`src/rtl/cdb_arbiter_pkg.sv`:
```
// Shared widths and constants for the CDB scheduler and its per-producer result FIFOs.
package cdb_arbiter_pkg;

  localparam int ROB_SIZE_WIDTH = 4;
  localparam int CDB_FIFO_DEPTH = 4;
  localparam int CDB_ENTRY_W    = ROB_SIZE_WIDTH + 32;

  localparam logic CDB_SRC_ALU = 1'b0;
  localparam logic CDB_SRC_LSB = 1'b1;

  typedef struct packed {
    logic [ROB_SIZE_WIDTH-1:0] rob_id;
    logic [31:0]               value;
  } cdb_entry_t;

endpackage

```
`src/rtl/cdb_fifo.sv`:
```
// Result FIFO for one CDB producer. The caller only pushes when not full and only pops when
// not empty; flush empties the FIFO and rewinds both pointers.
module cdb_fifo #(
  parameter int DEPTH = 4,
  parameter int W     = 36
) (
  input  logic                       clk,
  input  logic                       rst,
  input  logic                       push,
  input  logic                       pop,
  input  logic                       flush,
  input  logic [W-1:0]               din,
  output logic [W-1:0]               dout,
  output logic [$clog2(DEPTH):0]     count,
  output logic                       empty,
  output logic                       full
);

  localparam int PW = $clog2(DEPTH);
  localparam int CW = PW + 1;

  logic [W-1:0]  mem_q [DEPTH];
  logic [W-1:0]  mem_d [DEPTH];
  logic [PW-1:0] head_q, head_d;
  logic [PW-1:0] tail_q, tail_d;
  logic [CW-1:0] count_q, count_d;

  always_comb begin
    mem_d   = mem_q;
    head_d  = head_q;
    tail_d  = tail_q;
    count_d = count_q;
    if (flush) begin
      head_d  = '0;
      tail_d  = '0;
      count_d = '0;
    end else begin
      // DEPTH is a power of two, so pointer overflow is the modulo wrap.
      if (push) begin
        mem_d[tail_q] = din;
        tail_d        = tail_q + PW'(1);
      end
      if (pop) head_d = head_q + PW'(1);
      count_d = count_q + CW'(push) - CW'(pop);
    end
  end

  always_ff @(posedge clk or posedge rst) begin
    if (rst) begin
      for (int i = 0; i < DEPTH; i++) mem_q[i] <= '0;
      head_q  <= '0;
      tail_q  <= '0;
      count_q <= '0;
    end else begin
      mem_q   <= mem_d;
      head_q  <= head_d;
      tail_q  <= tail_d;
      count_q <= count_d;
    end
  end

  assign dout  = mem_q[head_q];
  assign count = count_q;
  assign empty = (count_q == '0);
  assign full  = (count_q == CW'(DEPTH));

endmodule

```
`src/rtl/cdb_arbiter.sv`:
```
// Round-robin scheduler of ALU and LSB results onto the registered CDB broadcast.
// Define CDB_BYPASS_EN to let an input arriving at an empty FIFO compete in its own cycle.
module cdb_arbiter
  import cdb_arbiter_pkg::*;
#(
  parameter int DEPTH = CDB_FIFO_DEPTH
) (
  input  logic                      clk,
  input  logic                      rst,
  input  logic                      rdy,
  input  logic                      rob_clear,
  input  logic                      alu_valid,
  input  logic [ROB_SIZE_WIDTH-1:0] alu_rob_id,
  input  logic [31:0]               alu_value,
  input  logic                      lsb_valid,
  input  logic [ROB_SIZE_WIDTH-1:0] lsb_rob_id,
  input  logic [31:0]               lsb_value,
  output logic                      alu_stall,
  output logic                      lsb_stall,
  output logic                      cdb_valid,
  output logic [ROB_SIZE_WIDTH-1:0] cdb_rob_id,
  output logic [31:0]               cdb_value,
  output logic                      cdb_src,
  output logic                      overflow
);

  localparam int CW = $clog2(DEPTH) + 1;

  // Handshake: a producer may present *_valid only while its *_stall is low; results offered
  // when the FIFO is full are dropped and flagged. The CDB has no ready and never back-pressures.
  cdb_entry_t alu_in, lsb_in, alu_head, lsb_head, alu_cand_e, lsb_cand_e;
  logic [CW-1:0] alu_count, lsb_count;
  logic alu_empty, alu_full, lsb_empty, lsb_full;
  logic alu_byp, lsb_byp, alu_cand, lsb_cand;
  logic gnt_alu, gnt_lsb, active, flush;
  logic alu_push, alu_pop, lsb_push, lsb_pop;

  logic                      cdb_valid_q, cdb_valid_d;
  logic [ROB_SIZE_WIDTH-1:0] cdb_rob_id_q, cdb_rob_id_d;
  logic [31:0]               cdb_value_q, cdb_value_d;
  logic                      cdb_src_q, cdb_src_d;
  logic                      overflow_q, overflow_d;
  logic                      last_grant_q, last_grant_d;

  assign alu_in = '{rob_id: alu_rob_id, value: alu_value};
  assign lsb_in = '{rob_id: lsb_rob_id, value: lsb_value};

  cdb_fifo #(.DEPTH(DEPTH), .W(CDB_ENTRY_W)) u_alu_fifo (
    .clk(clk), .rst(rst), .push(alu_push), .pop(alu_pop), .flush(flush),
    .din(alu_in), .dout(alu_head), .count(alu_count), .empty(alu_empty), .full(alu_full)
  );

  cdb_fifo #(.DEPTH(DEPTH), .W(CDB_ENTRY_W)) u_lsb_fifo (
    .clk(clk), .rst(rst), .push(lsb_push), .pop(lsb_pop), .flush(flush),
    .din(lsb_in), .dout(lsb_head), .count(lsb_count), .empty(lsb_empty), .full(lsb_full)
  );

  always_comb begin
    active = rdy & ~rob_clear;
    flush  = rdy & rob_clear;
`ifdef CDB_BYPASS_EN
    alu_byp = alu_empty & alu_valid;
    lsb_byp = lsb_empty & lsb_valid;
`else
    alu_byp = 1'b0;
    lsb_byp = 1'b0;
`endif
    alu_cand   = ~alu_empty | alu_byp;
    lsb_cand   = ~lsb_empty | lsb_byp;
    alu_cand_e = alu_empty ? alu_in : alu_head;
    lsb_cand_e = lsb_empty ? lsb_in : lsb_head;

    // On a tie the source not granted last wins.
    gnt_alu = active & alu_cand & (~lsb_cand | (last_grant_q == CDB_SRC_LSB));
    gnt_lsb = active & lsb_cand & ~gnt_alu;

    // A granted candidate from an empty FIFO is the bypassed input: consumed, never stored.
    alu_pop  = gnt_alu & ~alu_empty;
    lsb_pop  = gnt_lsb & ~lsb_empty;
    alu_push = active & alu_valid & ~alu_full & ~(gnt_alu & alu_empty);
    lsb_push = active & lsb_valid & ~lsb_full & ~(gnt_lsb & lsb_empty);

    overflow_d   = overflow_q | (active & ((alu_valid & alu_full) | (lsb_valid & lsb_full)));
    last_grant_d = last_grant_q;
    cdb_valid_d  = cdb_valid_q;
    cdb_rob_id_d = cdb_rob_id_q;
    cdb_value_d  = cdb_value_q;
    cdb_src_d    = cdb_src_q;
    if (rdy) begin
      cdb_valid_d = gnt_alu | gnt_lsb;
      if (gnt_alu) begin
        cdb_rob_id_d = alu_cand_e.rob_id;
        cdb_value_d  = alu_cand_e.value;
        cdb_src_d    = CDB_SRC_ALU;
        last_grant_d = CDB_SRC_ALU;
      end else if (gnt_lsb) begin
        cdb_rob_id_d = lsb_cand_e.rob_id;
        cdb_value_d  = lsb_cand_e.value;
        cdb_src_d    = CDB_SRC_LSB;
        last_grant_d = CDB_SRC_LSB;
      end
    end
  end

  always_ff @(posedge clk or posedge rst) begin
    if (rst) begin
      cdb_valid_q  <= 1'b0;
      cdb_rob_id_q <= '0;
      cdb_value_q  <= '0;
      cdb_src_q    <= CDB_SRC_ALU;
      overflow_q   <= 1'b0;
      last_grant_q <= CDB_SRC_LSB;
    end else begin
      cdb_valid_q  <= cdb_valid_d;
      cdb_rob_id_q <= cdb_rob_id_d;
      cdb_value_q  <= cdb_value_d;
      cdb_src_q    <= cdb_src_d;
      overflow_q   <= overflow_d;
      last_grant_q <= last_grant_d;
    end
  end

  // One slot stays free for the result already in flight when stall is first seen.
  assign alu_stall  = (alu_count >= CW'(DEPTH - 1));
  assign lsb_stall  = (lsb_count >= CW'(DEPTH - 1));
  assign cdb_valid  = cdb_valid_q;
  assign cdb_rob_id = cdb_rob_id_q;
  assign cdb_value  = cdb_value_q;
  assign cdb_src    = cdb_src_q;
  assign overflow   = overflow_q;

endmodule

```
`config.mk`:
```
export PLATFORM = sky130hd
export DESIGN_NAME = cdb_arbiter
export DESIGN_NICKNAME = d
export VERILOG_FILES = /design/src/rtl/cdb_arbiter_pkg.sv /design/src/rtl/cdb_fifo.sv /design/src/rtl/cdb_arbiter.sv
export SDC_FILE = /design/constraint.sdc
export NUM_CORES = 1
export LEC_CHECK = 0
export BUFFER_PORTS_ARGS = -buffer_cell sky130_fd_sc_hd__buf_2
export CORE_ASPECT_RATIO = 0.6
export CORE_MARGIN = 8
export CORE_UTILIZATION = 44
export CTS_CLUSTER_DIAMETER = 120
export DETAILED_ROUTE_END_ITERATION = 7
export GPL_ROUTABILITY_DRIVEN = 0
export GPL_TIMING_DRIVEN = 0
export PLACE_DENSITY_LB_ADDON = 0.15
export SLEW_MARGIN = 10
export SYNTH_ARGS = -nofsm -noshare
export SYNTH_HDL_FRONTEND = slang
export SYNTH_SLANG_ARGS = --single-unit
export TNS_END_PERCENT = 5
```
`constraint.sdc`:
```
create_clock -name clk -period 10.3 [get_ports clk]
set_clock_uncertainty 0.15 [all_clocks]
set_input_delay 0.515 -clock clk [delete_from_list [all_inputs] [get_ports clk]]
set_output_delay 0.515 -clock clk [all_outputs]
set_load 0.01 [all_outputs]
```
==> flow_metrics.py <==
metrics = {
    "drt": {
        "routed_wl_mm": 37.2,
        "drtIter0Drc": 547,
        "vias": 8679,
        "wl_per_cell_microns": 22.5,
        "drc_errors": 0,
        "antenna_left": 0,
        "first_pass_iters": 4,
        "vias_per_cell": 5.24,
    },
    "worst_setup_path": {
        "crit_required_ns": 10.53,
        "worst_path_max_delay_cell": "nor3_1",
        "crit_start": "u_lsb_fifo.count[0]",
        "setup.worst_path.end_class": "flip-flop",
        "r2r_slack_ns": 7.25,
        "start_kind": "flip-flop",
        "r2r_start": "u_lsb_fifo.count[0]",
        "critPathKind": "flip-flop to flip-flop",
        "slowest_delay_ns": 0.48,
        "path_cells": "nor3_1 -> o211ai_2 -> buf_2 -> inv_1 -> ha_1 -> inv_1 -> ha_1 -> inv_1 -> fa_1 -> xor2_1 -> nor2_1",
        "r2r_cells": 11,
        "cp.arrival_ns": 3.28,
        "cp_max_fo": 10,
        "timing.rr.end": "u_alu_fifo.count[2]",
        "critical_path.most_common_cell": "inv_1",
    },
    "yosys": {
        "ys.flop_type": "dfrtp_1",
        "yosysSeqAreaShare_pct": 52.8,
        "synth_top_area_cell": "dfrtp_1",
        "syn_inst": 994,
        "yosysWarnings": 0,
        "synth_area_sq_um": 16200,
        "synth_top_family_by_area": "multiplexers",
        "syn_nets": 1088,
        "muxShareOfSynthArea_pct": 35.8,
        "synth_edf_count": 0,
        "yosys.area_share.adder_pct": 1.33,
        "ys_ff_latch": 342,
        "avgSynthCellArea_sq_um": 16.3,
        "synthTopCellsByArea": "dfrtp_1, mux2_4, mux4_2",
        "synth_async_sr_flop_share_pct": 100,
        "netlist.area_leader.share_pct": 52.7,
        "synth_xor_area_share_pct": 0.216,
        "synth-compound-area-share_pct": 2.01,
        "synthSimpleGateAreaFrac_pct": 4.59,
        "synth_cell_types": 39,
    },
    "global_routing": {
        "grt_overflow": 0,
        "grt_use_total_pct": 17.4,
        "grt_pass1_vias": 9428,
        "grt_pass1_wl_mm": 58.5,
        "antenna_found_initial": 1,
        "grt_start_max_net_pins": 113,
    },
    "layout": {
        "num-nets-final": 1248,
        "fin_util_pct": 51.4,
        "design_area_sq_um": 18600,
        "final_cells": 1655,
        "nFillCells": 3023,
        "final_cell_mix": "dfrtp_1, mux2_4, buf_2",
        "mostFrequentLayoutCell": "dfrtp_1",
        "drive_above_1_share_pct": 50.8,
        "area_delta_synth_final_pct": 15.0,
    },
    "place": {
        "placed_cells": 1591,
        "dpl_cell_area_sq_um": 17500,
        "pre_cts_ws_ns": 7.25,
        "port_buffers": 118,
        "hpwl_mm": 26.1,
    },
    "sta": {
        "rsz0062_at_grt": "false",
        "fin_crit_sh_pct": 29.6,
        "fin_tns_setup_ns": 0,
        "worst_slew_pin_slew_ns": 0.851,
        "maxSlewHeadroom_pct": 43.3,
        "slew_violations": 0,
        "clock.fmax_mhz": 328,
        "setup_viol": 0,
        "period_minus_slack_ns": 3.05,
        "fin_ws_ns": 7.25,
        "hold_violations": 0,
        "holdWs_ns": 0.0995,
    },
    "power_and_ir_drop": {
        "totalPowerFinal_mw": 5.38,
        "p_leak_nw": 9.21,
        "ir_drop_mv": 0.121,
        "power_density_nw_per_um2": 288,
    },
    "flow_run": {
        "maxCapViolCount": 0,
    },
    "floorplan": {
        "die_w_microns": 264,
        "fp-row-count": 54,
        "core_area_sq_um": 36300,
        "fp.dieArea_sq_um": 43400,
        "die_y_microns": 165,
        "start_util_pct": 44.7,
        "num_io_pins": 119,
    },
    "min_path": {
        "worst_hold_startpoint": "rdy",
        "hold_end": "cdb_valid",
        "hp-class": "input port to flip-flop",
        "whs_path_depth": 2,
    },
    "cts": {
        "cts.sinks": 342,
        "clockBufferDepth": 3,
        "clk_pin_slew_ns": 0.06,
        "cts_tree": "built",
        "ctsHtreeMaxLevel": 2,
        "cts_root_buf": "clkbuf_16",
        "cts_buffers": 36,
        "clk_latency_ns": 0.52,
    },
    "run_status": {
        "status": "complete, no violations",
    },
}
==> metal layers <==
layer | global-route usage [%] | routed length [microns]
met1 | 26.2 | 18800
met2 | 25.8 | 16400
met3 | 3.18 | 1320
met4 | 3.99 | 693
met5 | 0 | 0
==> final cells by class <==
cell class	count	area (sq um)	area share (%)
plain buffers	56	465	2.50
multi-input cells	579	7120	38.2
clock inverters	7	66.3	0.356
repair buffers	122	683	3.66
inverters	17	71.3	0.383
well taps	476	596	3.19
flip-flops and latches	342	8560	45.9
diodes	1	2.50	0.0134
clock buffers	55	1080	5.81
==> critical path: cells and delay by family, from the launching register on <==
kind	cells	cell delay (ns)
DFF	1	0.44
xor gates and xnor gates	1	0.16
adders and majority gates	3	0.77
AOI/OAI and AO/OA	1	0.36
buffers and inverters	4	0.50
and+or+nand+nor	2	0.53
==> cells by family after synthesis <==
family | count (synthesis)
buffers and inverters | 73
multiplexers | 363
adder cells (fa/ha/maj) | 16
AO/OA/AOI/OAI | 52
XOR/XNOR | 4
AND/OR/NAND/NOR | 144
flip-flops | 342
==> where the power goes <==
group	switching [mW]	internal (mW)
Sequential	0.338	1.91
Combinational	0.724	1.12
Clock	0.533	0.750
Total	1.59	3.78
==> sequential cells by signal, summed over array words and instances (netlist names) <==
name               cells
u_alu_fifo.mem_q     144
u_lsb_fifo.mem_q     144
cdb_value             32
cdb_rob_id             4
u_alu_fifo.count       3
u_lsb_fifo.count       3
u_alu_fifo.head_q      2
u_alu_fifo.tail_q      2
u_lsb_fifo.head_q      2
u_lsb_fifo.tail_q      2
cdb_src                1
cdb_valid              1
last_grant_q           1
overflow               1
==> repair_timing <==
item	in CTS	in global routing
buffers inserted	0	0
hold buffers	1	0
gates resized for setup	0	0
hold endpoints to repair	72	0
==> how the worst max path moves through the flow <==
stage | endpoint | slack (ns) | cells after the start
global route | u_alu_fifo.count[2] | 7.09 | 11
global placement | u_alu_fifo.mem_q[3] | -3.96 | 2
finish | u_alu_fifo.count[2] | 7.25 | 11
floorplan | cdb_rob_id[0] | 0.16 | 1
detailed placement | u_alu_fifo.count[2] | 7.25 | 11
CTS | u_alu_fifo.count[2] | 7.22 | 11
==> cell usage after synthesis (all sizes together) (3+ instances only) <==
library cell,count
dfrtp,341
clkbuf,10
a21oi,33
o21ai,5
nand2,22
o31ai,4
mux2,288
mux4,72
a221oi,3
buf,46
inv,17
ha,14
and2,3
nor3,34
mux2i,3
nor2,79
(Power assumes the default switching activity.)
